[config.mk]
export PLATFORM = sky130hd
export DESIGN_NAME = mem_ctrl_flat
export DESIGN_NICKNAME = d
export VERILOG_FILES = /design/src/rtl/mem_ctrl_if.sv /design/src/rtl/mem_ctrl.sv /design/src/flat_wrapper.sv
export SDC_FILE = /design/constraint.sdc
export NUM_CORES = 1
export LEC_CHECK = 0
export ABC_AREA = 0
export BUFFER_PORTS_ARGS = -buffer_cell sky130_fd_sc_hd__buf_2
export CAP_MARGIN = 20
export CORE_MARGIN = 10
export CORE_UTILIZATION = 53
export DETAILED_ROUTE_END_ITERATION = 6
export PLACE_DENSITY_LB_ADDON = 0.15
export SYNTH_ARGS = -nofsm -noshare
export SYNTH_HDL_FRONTEND = slang
export SYNTH_SLANG_ARGS = --single-unit
[constraint.sdc]
create_clock -name clk -period 3.8 [get_ports clk]
set_input_delay 0.38 -clock clk [delete_from_list [all_inputs] [get_ports clk]]
set_output_delay 0.38 -clock clk [all_outputs]
set_load 0.05 [all_outputs]
[src/rtl/mem_ctrl_if.sv]
// Request/response bundle between the IF/MEM pipeline stages and mem_ctrl.
interface mem_ctrl_if #(
    parameter int unsigned ADDR_WIDTH = 32
);
    logic                  if_enable_i;
    logic [ADDR_WIDTH-1:0] if_addr_i;
    logic                  if_finished_o;
    logic [31:0]           if_inst_o;
    logic                  mem_enable_i;
    logic [ADDR_WIDTH-1:0] mem_addr_i;
    logic [2:0]            mem_len_i;
    logic                  mem_rw_sel_i;
    logic [31:0]           mem_data_i;
    logic                  mem_finished_o;
    logic [31:0]           mem_data_o;
    logic                  if_busy_o;
    logic                  mem_busy_o;

    // Pipeline side: raises requests, consumes results.
    modport master (
        output if_enable_i, if_addr_i,
        output mem_enable_i, mem_addr_i, mem_len_i, mem_rw_sel_i, mem_data_i,
        input  if_finished_o, if_inst_o, mem_finished_o, mem_data_o,
        input  if_busy_o, mem_busy_o
    );

    // Controller side.
    modport slave (
        input  if_enable_i, if_addr_i,
        input  mem_enable_i, mem_addr_i, mem_len_i, mem_rw_sel_i, mem_data_i,
        output if_finished_o, if_inst_o, mem_finished_o, mem_data_o,
        output if_busy_o, mem_busy_o
    );
endinterface

[src/rtl/mem_ctrl.sv]
// Memory controller: arbitrates IF fetches and MEM loads/stores onto a byte-wide RAM/IO bus,
// serialising each request into byte accesses and assembling little-endian results.
module mem_ctrl #(
    parameter int unsigned ADDR_WIDTH = 32,
    parameter logic [1:0]  IO_SEL     = 2'b11
) (
    input  logic                  clk,
    input  logic                  rst,
    input  logic                  rdy,
    mem_ctrl_if.slave             bus,
    input  logic [7:0]            ram_din,
    output logic [7:0]            ram_dout,
    output logic [ADDR_WIDTH-1:0] ram_a,
    output logic                  ram_wr,
    input  logic                  io_buffer_full
);
    typedef enum logic [1:0] {StIdle, StRead, StWrite, StDone} state_e;

    state_e                state_q, state_d;
    logic [2:0]            cnt_q, cnt_d;
    logic [2:0]            len_q, len_d;
    logic [ADDR_WIDTH-1:0] addr_q, addr_d;
    logic [31:0]           wdata_q, wdata_d;
    logic [31:0]           rbuf_q, rbuf_d;
    logic                  owner_mem_q, owner_mem_d;
    logic [31:0]           if_inst_q, if_inst_d;
    logic [31:0]           mem_data_q, mem_data_d;
    // Read data returns one cycle after its address; if rdy drops in between, the byte on
    // ram_din is parked here so it is not lost while the block is frozen.
    logic                  stall_q, stall_d;
    logic [7:0]            din_hold_q, din_hold_d;

    logic [ADDR_WIDTH-1:0] cur_addr;
    logic [31:0]           wshift;
    logic [7:0]            byte_in;
    logic [1:0]            rd_idx;
    logic                  io_block;
    logic                  mem_req_ok;

    assign cur_addr   = addr_q + ADDR_WIDTH'(cnt_q);
    assign wshift     = wdata_q >> {cnt_q[1:0], 3'b000};
    assign byte_in    = stall_q ? din_hold_q : ram_din;
    assign rd_idx     = 2'(cnt_q - 3'd1);
    assign io_block   = (cur_addr[17:16] == IO_SEL) && io_buffer_full;
    assign mem_req_ok = bus.mem_enable_i &&
                        (bus.mem_len_i == 3'd1 || bus.mem_len_i == 3'd2 || bus.mem_len_i == 3'd4);

    // Next-state, capture and RAM bus drive; nothing advances while rdy is low.
    always_comb begin
        state_d     = state_q;
        cnt_d       = cnt_q;
        len_d       = len_q;
        addr_d      = addr_q;
        wdata_d     = wdata_q;
        rbuf_d      = rbuf_q;
        owner_mem_d = owner_mem_q;
        if_inst_d   = if_inst_q;
        mem_data_d  = mem_data_q;
        ram_a       = '0;
        ram_dout    = 8'h00;
        ram_wr      = 1'b0;
        stall_d     = !rdy;
        din_hold_d  = (!rdy && !stall_q) ? ram_din : din_hold_q;

        if (rdy) begin
            unique case (state_q)
                StIdle: begin
                    cnt_d  = 3'd0;
                    rbuf_d = 32'h0;
                    if (mem_req_ok) begin
                        addr_d      = bus.mem_addr_i;
                        len_d       = bus.mem_len_i;
                        wdata_d     = bus.mem_data_i;
                        owner_mem_d = 1'b1;
                        state_d     = bus.mem_rw_sel_i ? StWrite : StRead;
                    end else if (bus.if_enable_i) begin
                        addr_d      = bus.if_addr_i;
                        len_d       = 3'd4;
                        owner_mem_d = 1'b0;
                        state_d     = StRead;
                    end
                end
                StRead: begin
                    // Address phase for bytes 0..len-1; data for byte k lands one cycle later.
                    if (cnt_q < len_q) begin
                        ram_a = cur_addr;
                    end
                    if (cnt_q != 3'd0) begin
                        rbuf_d = rbuf_q | ({24'h0, byte_in} << {rd_idx, 3'b000});
                    end
                    if (cnt_q == len_q) begin
                        state_d = StDone;
                        if (owner_mem_q) begin
                            mem_data_d = rbuf_d;
                        end else begin
                            if_inst_d = rbuf_d;
                        end
                    end else begin
                        cnt_d = cnt_q + 3'd1;
                    end
                end
                StWrite: begin
                    // A full I/O FIFO holds the byte; the bus is parked so nothing is touched.
                    if (!io_block) begin
                        ram_a    = cur_addr;
                        ram_dout = wshift[7:0];
                        ram_wr   = 1'b1;
                        if (cnt_q == len_q - 3'd1) begin
                            state_d = StDone;
                        end else begin
                            cnt_d = cnt_q + 3'd1;
                        end
                    end
                end
                StDone: begin
                    cnt_d   = 3'd0;
                    state_d = StIdle;
                end
                default: state_d = StIdle;
            endcase
        end
    end

    // State registers with asynchronous active-low clear.
    always_ff @(posedge clk or negedge rst) begin
        if (!rst) begin
            state_q     <= StIdle;
            cnt_q       <= 3'd0;
            len_q       <= 3'd0;
            addr_q      <= '0;
            wdata_q     <= 32'h0;
            rbuf_q      <= 32'h0;
            owner_mem_q <= 1'b0;
            if_inst_q   <= 32'h0;
            mem_data_q  <= 32'h0;
            stall_q     <= 1'b0;
            din_hold_q  <= 8'h00;
        end else begin
            state_q     <= state_d;
            cnt_q       <= cnt_d;
            len_q       <= len_d;
            addr_q      <= addr_d;
            wdata_q     <= wdata_d;
            rbuf_q      <= rbuf_d;
            owner_mem_q <= owner_mem_d;
            if_inst_q   <= if_inst_d;
            mem_data_q  <= mem_data_d;
            stall_q     <= stall_d;
            din_hold_q  <= din_hold_d;
        end
    end

    assign bus.if_busy_o      = (state_q != StIdle) && !owner_mem_q;
    assign bus.mem_busy_o     = (state_q != StIdle) && owner_mem_q;
    // DONE is held while frozen, so the pulse is masked until rdy returns.
    assign bus.if_finished_o  = rdy && (state_q == StDone) && !owner_mem_q;
    assign bus.mem_finished_o = rdy && (state_q == StDone) && owner_mem_q;
    assign bus.if_inst_o      = if_inst_q;
    assign bus.mem_data_o     = mem_data_q;
endmodule
[src/flat_wrapper.sv]
// flat-port wrapper written by rule: the top's interface ports become plain ports
module mem_ctrl_flat 
#(
    parameter int unsigned ADDR_WIDTH = 32,
    parameter logic [1:0]  IO_SEL     = 2'b11
)
  (clk, rst, rdy, ram_din, ram_dout, ram_a, ram_wr, io_buffer_full, bus_if_enable_i, bus_if_addr_i, bus_mem_enable_i, bus_mem_addr_i, bus_mem_len_i, bus_mem_rw_sel_i, bus_mem_data_i, bus_if_finished_o, bus_if_inst_o, bus_mem_finished_o, bus_mem_data_o, bus_if_busy_o, bus_mem_busy_o);
  mem_ctrl_if #(.ADDR_WIDTH(ADDR_WIDTH)) bus_i ();
  input  logic clk;
  input  logic rst;
  input  logic rdy;
  input  logic [7:0] ram_din;
  output logic [7:0] ram_dout;
  output logic [ADDR_WIDTH-1:0] ram_a;
  output logic ram_wr;
  input  logic io_buffer_full;
  input wire logic [$bits(bus_i.if_enable_i)-1:0] bus_if_enable_i;
  input wire logic [$bits(bus_i.if_addr_i)-1:0] bus_if_addr_i;
  input wire logic [$bits(bus_i.mem_enable_i)-1:0] bus_mem_enable_i;
  input wire logic [$bits(bus_i.mem_addr_i)-1:0] bus_mem_addr_i;
  input wire logic [$bits(bus_i.mem_len_i)-1:0] bus_mem_len_i;
  input wire logic [$bits(bus_i.mem_rw_sel_i)-1:0] bus_mem_rw_sel_i;
  input wire logic [$bits(bus_i.mem_data_i)-1:0] bus_mem_data_i;
  output wire logic [$bits(bus_i.if_finished_o)-1:0] bus_if_finished_o;
  output wire logic [$bits(bus_i.if_inst_o)-1:0] bus_if_inst_o;
  output wire logic [$bits(bus_i.mem_finished_o)-1:0] bus_mem_finished_o;
  output wire logic [$bits(bus_i.mem_data_o)-1:0] bus_mem_data_o;
  output wire logic [$bits(bus_i.if_busy_o)-1:0] bus_if_busy_o;
  output wire logic [$bits(bus_i.mem_busy_o)-1:0] bus_mem_busy_o;
  assign bus_i.if_enable_i = bus_if_enable_i;
  assign bus_i.if_addr_i = bus_if_addr_i;
  assign bus_i.mem_enable_i = bus_mem_enable_i;
  assign bus_i.mem_addr_i = bus_mem_addr_i;
  assign bus_i.mem_len_i = bus_mem_len_i;
  assign bus_i.mem_rw_sel_i = bus_mem_rw_sel_i;
  assign bus_i.mem_data_i = bus_mem_data_i;
  assign bus_if_finished_o = bus_i.if_finished_o;
  assign bus_if_inst_o = bus_i.if_inst_o;
  assign bus_mem_finished_o = bus_i.mem_finished_o;
  assign bus_mem_data_o = bus_i.mem_data_o;
  assign bus_if_busy_o = bus_i.if_busy_o;
  assign bus_mem_busy_o = bus_i.mem_busy_o;
  mem_ctrl #(.ADDR_WIDTH(ADDR_WIDTH), .IO_SEL(IO_SEL)) u_core (.clk(clk), .rst(rst), .rdy(rdy), .bus(bus_i), .ram_din(ram_din), .ram_dout(ram_dout), .ram_a(ram_a), .ram_wr(ram_wr), .io_buffer_full(io_buffer_full));
endmodule
==> qor.yml <==
hold-worst-slack_ns: -0.0102
yosysTopAreaCell: "dfrtp_1"
die_x_um: 146
skew_ns: 0.00916
overflow: 0
cp_cell_sequence: "ha_1 -> inv_1 -> fa_1 -> nor2b_1 -> o21ba_2 -> a21o_1 -> a22oi_2 -> nand2b_4 -> a211o_4 -> nor3_2 -> buf_2"
fmax_mhz: 279
post_cts_buffers: 0
cts_buffers: 17
worst_pin_slew_ns: 1.01
cap_violations: 0
relSlewSlack: 0.322
fin_crit_sh: 0.945
clkPwrFrac: 0.195
cts_tree: "done"
synth.avg_cell_area_um2: 9.43
crit_slowest_cell: "a211o_4"
dieArea_um2: 21300
area.growth.synth_to_final_pct: 21.5
seq_area_um2: 4450
grt_max_degree: 87
power.density_nw_per_um2: 791
drt_iter0_markers: 363
cts_buffer_depth: 2
switching_power_mw: 3.64
drc: 0
coreArea_um2: 15400
layout.nets: 1218
synth_top_area_share: 0.531
clk_pin_slew_ns: 0.07
setup_viol_count_final: 0
ant_nets: 0
critPathMaxStageDelay_ns: 0.47
wl_per_cell_um: 16.1
p_seq_frac: 0.367
vias_per_cell: 5.15
dp.cells: 1281
cellInternalPower_mw: 4.43
r2r_setup_slack_ns: 1.22
timing.final.crit_period_ns: 3.59
port_buffers: 222
async_reset_ff_frac: 1.00
synth_nets: 1018
cp.arrival_ns: 3.21
synth_edf_count: 0
critPathTopFamily: "compound AO/OA/AOI/OAI gates"
drt_pass1_iterations: 4
cp.required_ns: 3.42
rsz0062_at_grt: "no"
vias: 6766
worstSetupEndpointType: "primary output"
syn_area_um2: 8400
p_comb_frac: 0.438
worstSkewPairLatency_ns: 0.43
syn_inst: 890
grt_use_total: 0.200
worst-setup-path-type: "reg2out"
io_pins: 223
synth_cell_types: 45
ys.flop_type: "dfrtp_1"
grt_pass1_wl_mm: 35.0
seq_area_frac_synth: 0.531
path_buf_inv: 2
place_congestion: 0.822
fillers: 1320
hpwl_mm: 15.7
status: "complete, but fails checks"
ys_seq_elements: 178
setup_tns_ns: 0
ys_top_cells_by_area: "dfrtp_1 53%, nand2_1 9.7%, a21oi_1 6.0%"
sw_frac_of_total: 0.451
die_h_um: 146
startpoint_type: "flip-flop"
path_max_fanout: 32
drive_above_1_share: 0.278
slew_viol_final: 0
yosysWarningCount: 0
cts_sinks: 178
min_path_type: "in2async"
root_buffer: "clkbuf_16"
cts-htree-levels: 4
leakage_nw: 5.19
hold_viol_final: 5
finalNonFillerCells: 1315
multi_input_area_um2: 3670
start_util: 0.546
grt_antenna_before_repair: 1
violations: "hold timing"
grt_pass1_vias: 6935
num_rows: 45
drt_wl_total_mm: 21.2
peakVddDrop_uv: 516
[routing by layer]
layer  up-vias  GRT usage  routed length (µm)
met5         -          0                   0
met4         0     0.0516                 250
met3        17     0.0534                1420
met2       183      0.317               10100
met1      3188      0.264                9500
li1       3378          -                   -
[kinds of logic after synthesis]
logic type	share of synthesized area
DFF	0.531
xor gates and xnor gates	0.0334
buffers and inverters	0.0340
and+or+nand+nor	0.180
muxes	0.0836
adders and majority gates	0.0218
AOI/OAI and AO/OA	0.117
[final timing paths]
kind	startpoint	to	depth (start not counted)
min in group clk	bus_mem_data_i[13]	u_core.wdata_q[13]	3
hold reg to reg	u_core.wdata_q[29]	u_core.wdata_q[29]	2
max in group asynchronous	rst	u_core.bus.if_inst_o[0]	2
setup / recovery	u_core.addr_q[0]	ram_a[2]	11
setup reg to reg	u_core.cnt_q[1]	u_core.state_q[1]	9
hold / removal	rst	u_core.wdata_q[13]	1
[worst reg2reg max path: stages, from the launching register on]
cell	delay (ns)
dfrtp_1	0.38
buf_4	0.20
ha_1	0.30
a211oi_1	0.39
nor3_4	0.12
a31o_2	0.28
a22oi_2	0.20
o21ai_0	0.12
nand3_1	0.14
mux2_2	0.34
[stage by stage]
| stage | setup WS, ns | cell area (µm²) | power [mW] | util |
|---|---|---|---|---|
| 5_1_grt | 0.00523 | 10200 | 8.63 | 0.664 |
| 3_3_place_gp | 0.669 | 9660 | 6.46 | 0.628 |
| 3_5_place_dp | 0.604 | 9660 | 6.54 | 0.628 |
| 6_report | 0.211 | 10200 | 8.07 | 0.664 |
| 4_1_cts | 0.124 | 10200 | 8.12 | 0.662 |
| 2_1_floorplan | 0.0866 | 8400 | 5.62 | - |
[power by group through the flow]
stage / sequential [mW] / clock [mW] / combinational (mW)
final: 2.96 / 1.57 / 3.53
after global routing: 3.06 / 1.69 / 3.88
after CTS: 2.96 / 1.59 / 3.56
after detailed placement: 2.99 / 0 / 3.55
after global placement: 2.97 / 0 / 3.50
after floorplan: 3.65 / 0 / 1.97
[layout make-up]
type | instances | area share
multi-input cells | 643 | 0.360
diodes | 1 | 0.000245
clock inverters | 12 | 0.00809
clock buffers | 20 | 0.0428
flip-flops and latches | 178 | 0.437
repair buffers | 233 | 0.120
well taps | 211 | 0.0259
inverters | 17 | 0.00625
[sequential cells by signal (all words and copies together) (netlist names)]
name	flops
u_core.addr_q	32
u_core.bus.if_inst_o	32
u_core.bus.mem_data_o	32
u_core.cnt_q	3
u_core.din_hold_q	8
u_core.len_q	3
u_core.owner_mem_q	1
u_core.rbuf_q	32
u_core.stall_q	1
u_core.state_q	2
u_core.wdata_q	32
[Yosys cell counts (2+ instances only)]
master and count:
nor3_1 4, mux4_2 8, nor2_2 5, nor2b_1 14, nor2_1 74, o21ai_0 70, or2_2 2, ha_1 13
buf_2 3, buf_6 3, xnor2_1 16, dfrtp_1 178, a21o_1 2, nand2_1 216, a21oi_1 100, o22ai_1 4
mux2i_1 33, nand3_1 9, xor2_1 16, inv_1 17, a22o_1 2, and3_1 10, clkbuf_1 43, buf_1 3
or2_1 2, mux2_2 17, nand4_1 8
[repair_timing]
| action | CTS | global route |
|---|---|---|
| endpoints found under the setup margin | 0 | 27 |
| hold buffers | 0 | 0 |
| gates resized for setup | 0 | 1 |
[cells in the final DEF, fill, tap and decap left out, drive strengths merged, types with 5 or more instances in the layout]
cell type | synthesis | final
nand4 | 9 | 9
a21oi | 100 | 100
mux2i | 33 | 33
mux2 | 17 | 17
nand2 | 216 | 216
nor2b | 14 | 14
nor3 | 5 | 5
clkinv | 0 | 7
clkbuf | 43 | 20
ha | 13 | 13
inv | 17 | 20
mux4 | 8 | 8
and3 | 10 | 10
buf | 9 | 233
dfrtp | 178 | 178
xor2 | 16 | 16
o21ai | 70 | 70
nor2 | 79 | 79
nand3 | 10 | 10
xnor2 | 16 | 16
(Power assumes the default switching activity.)
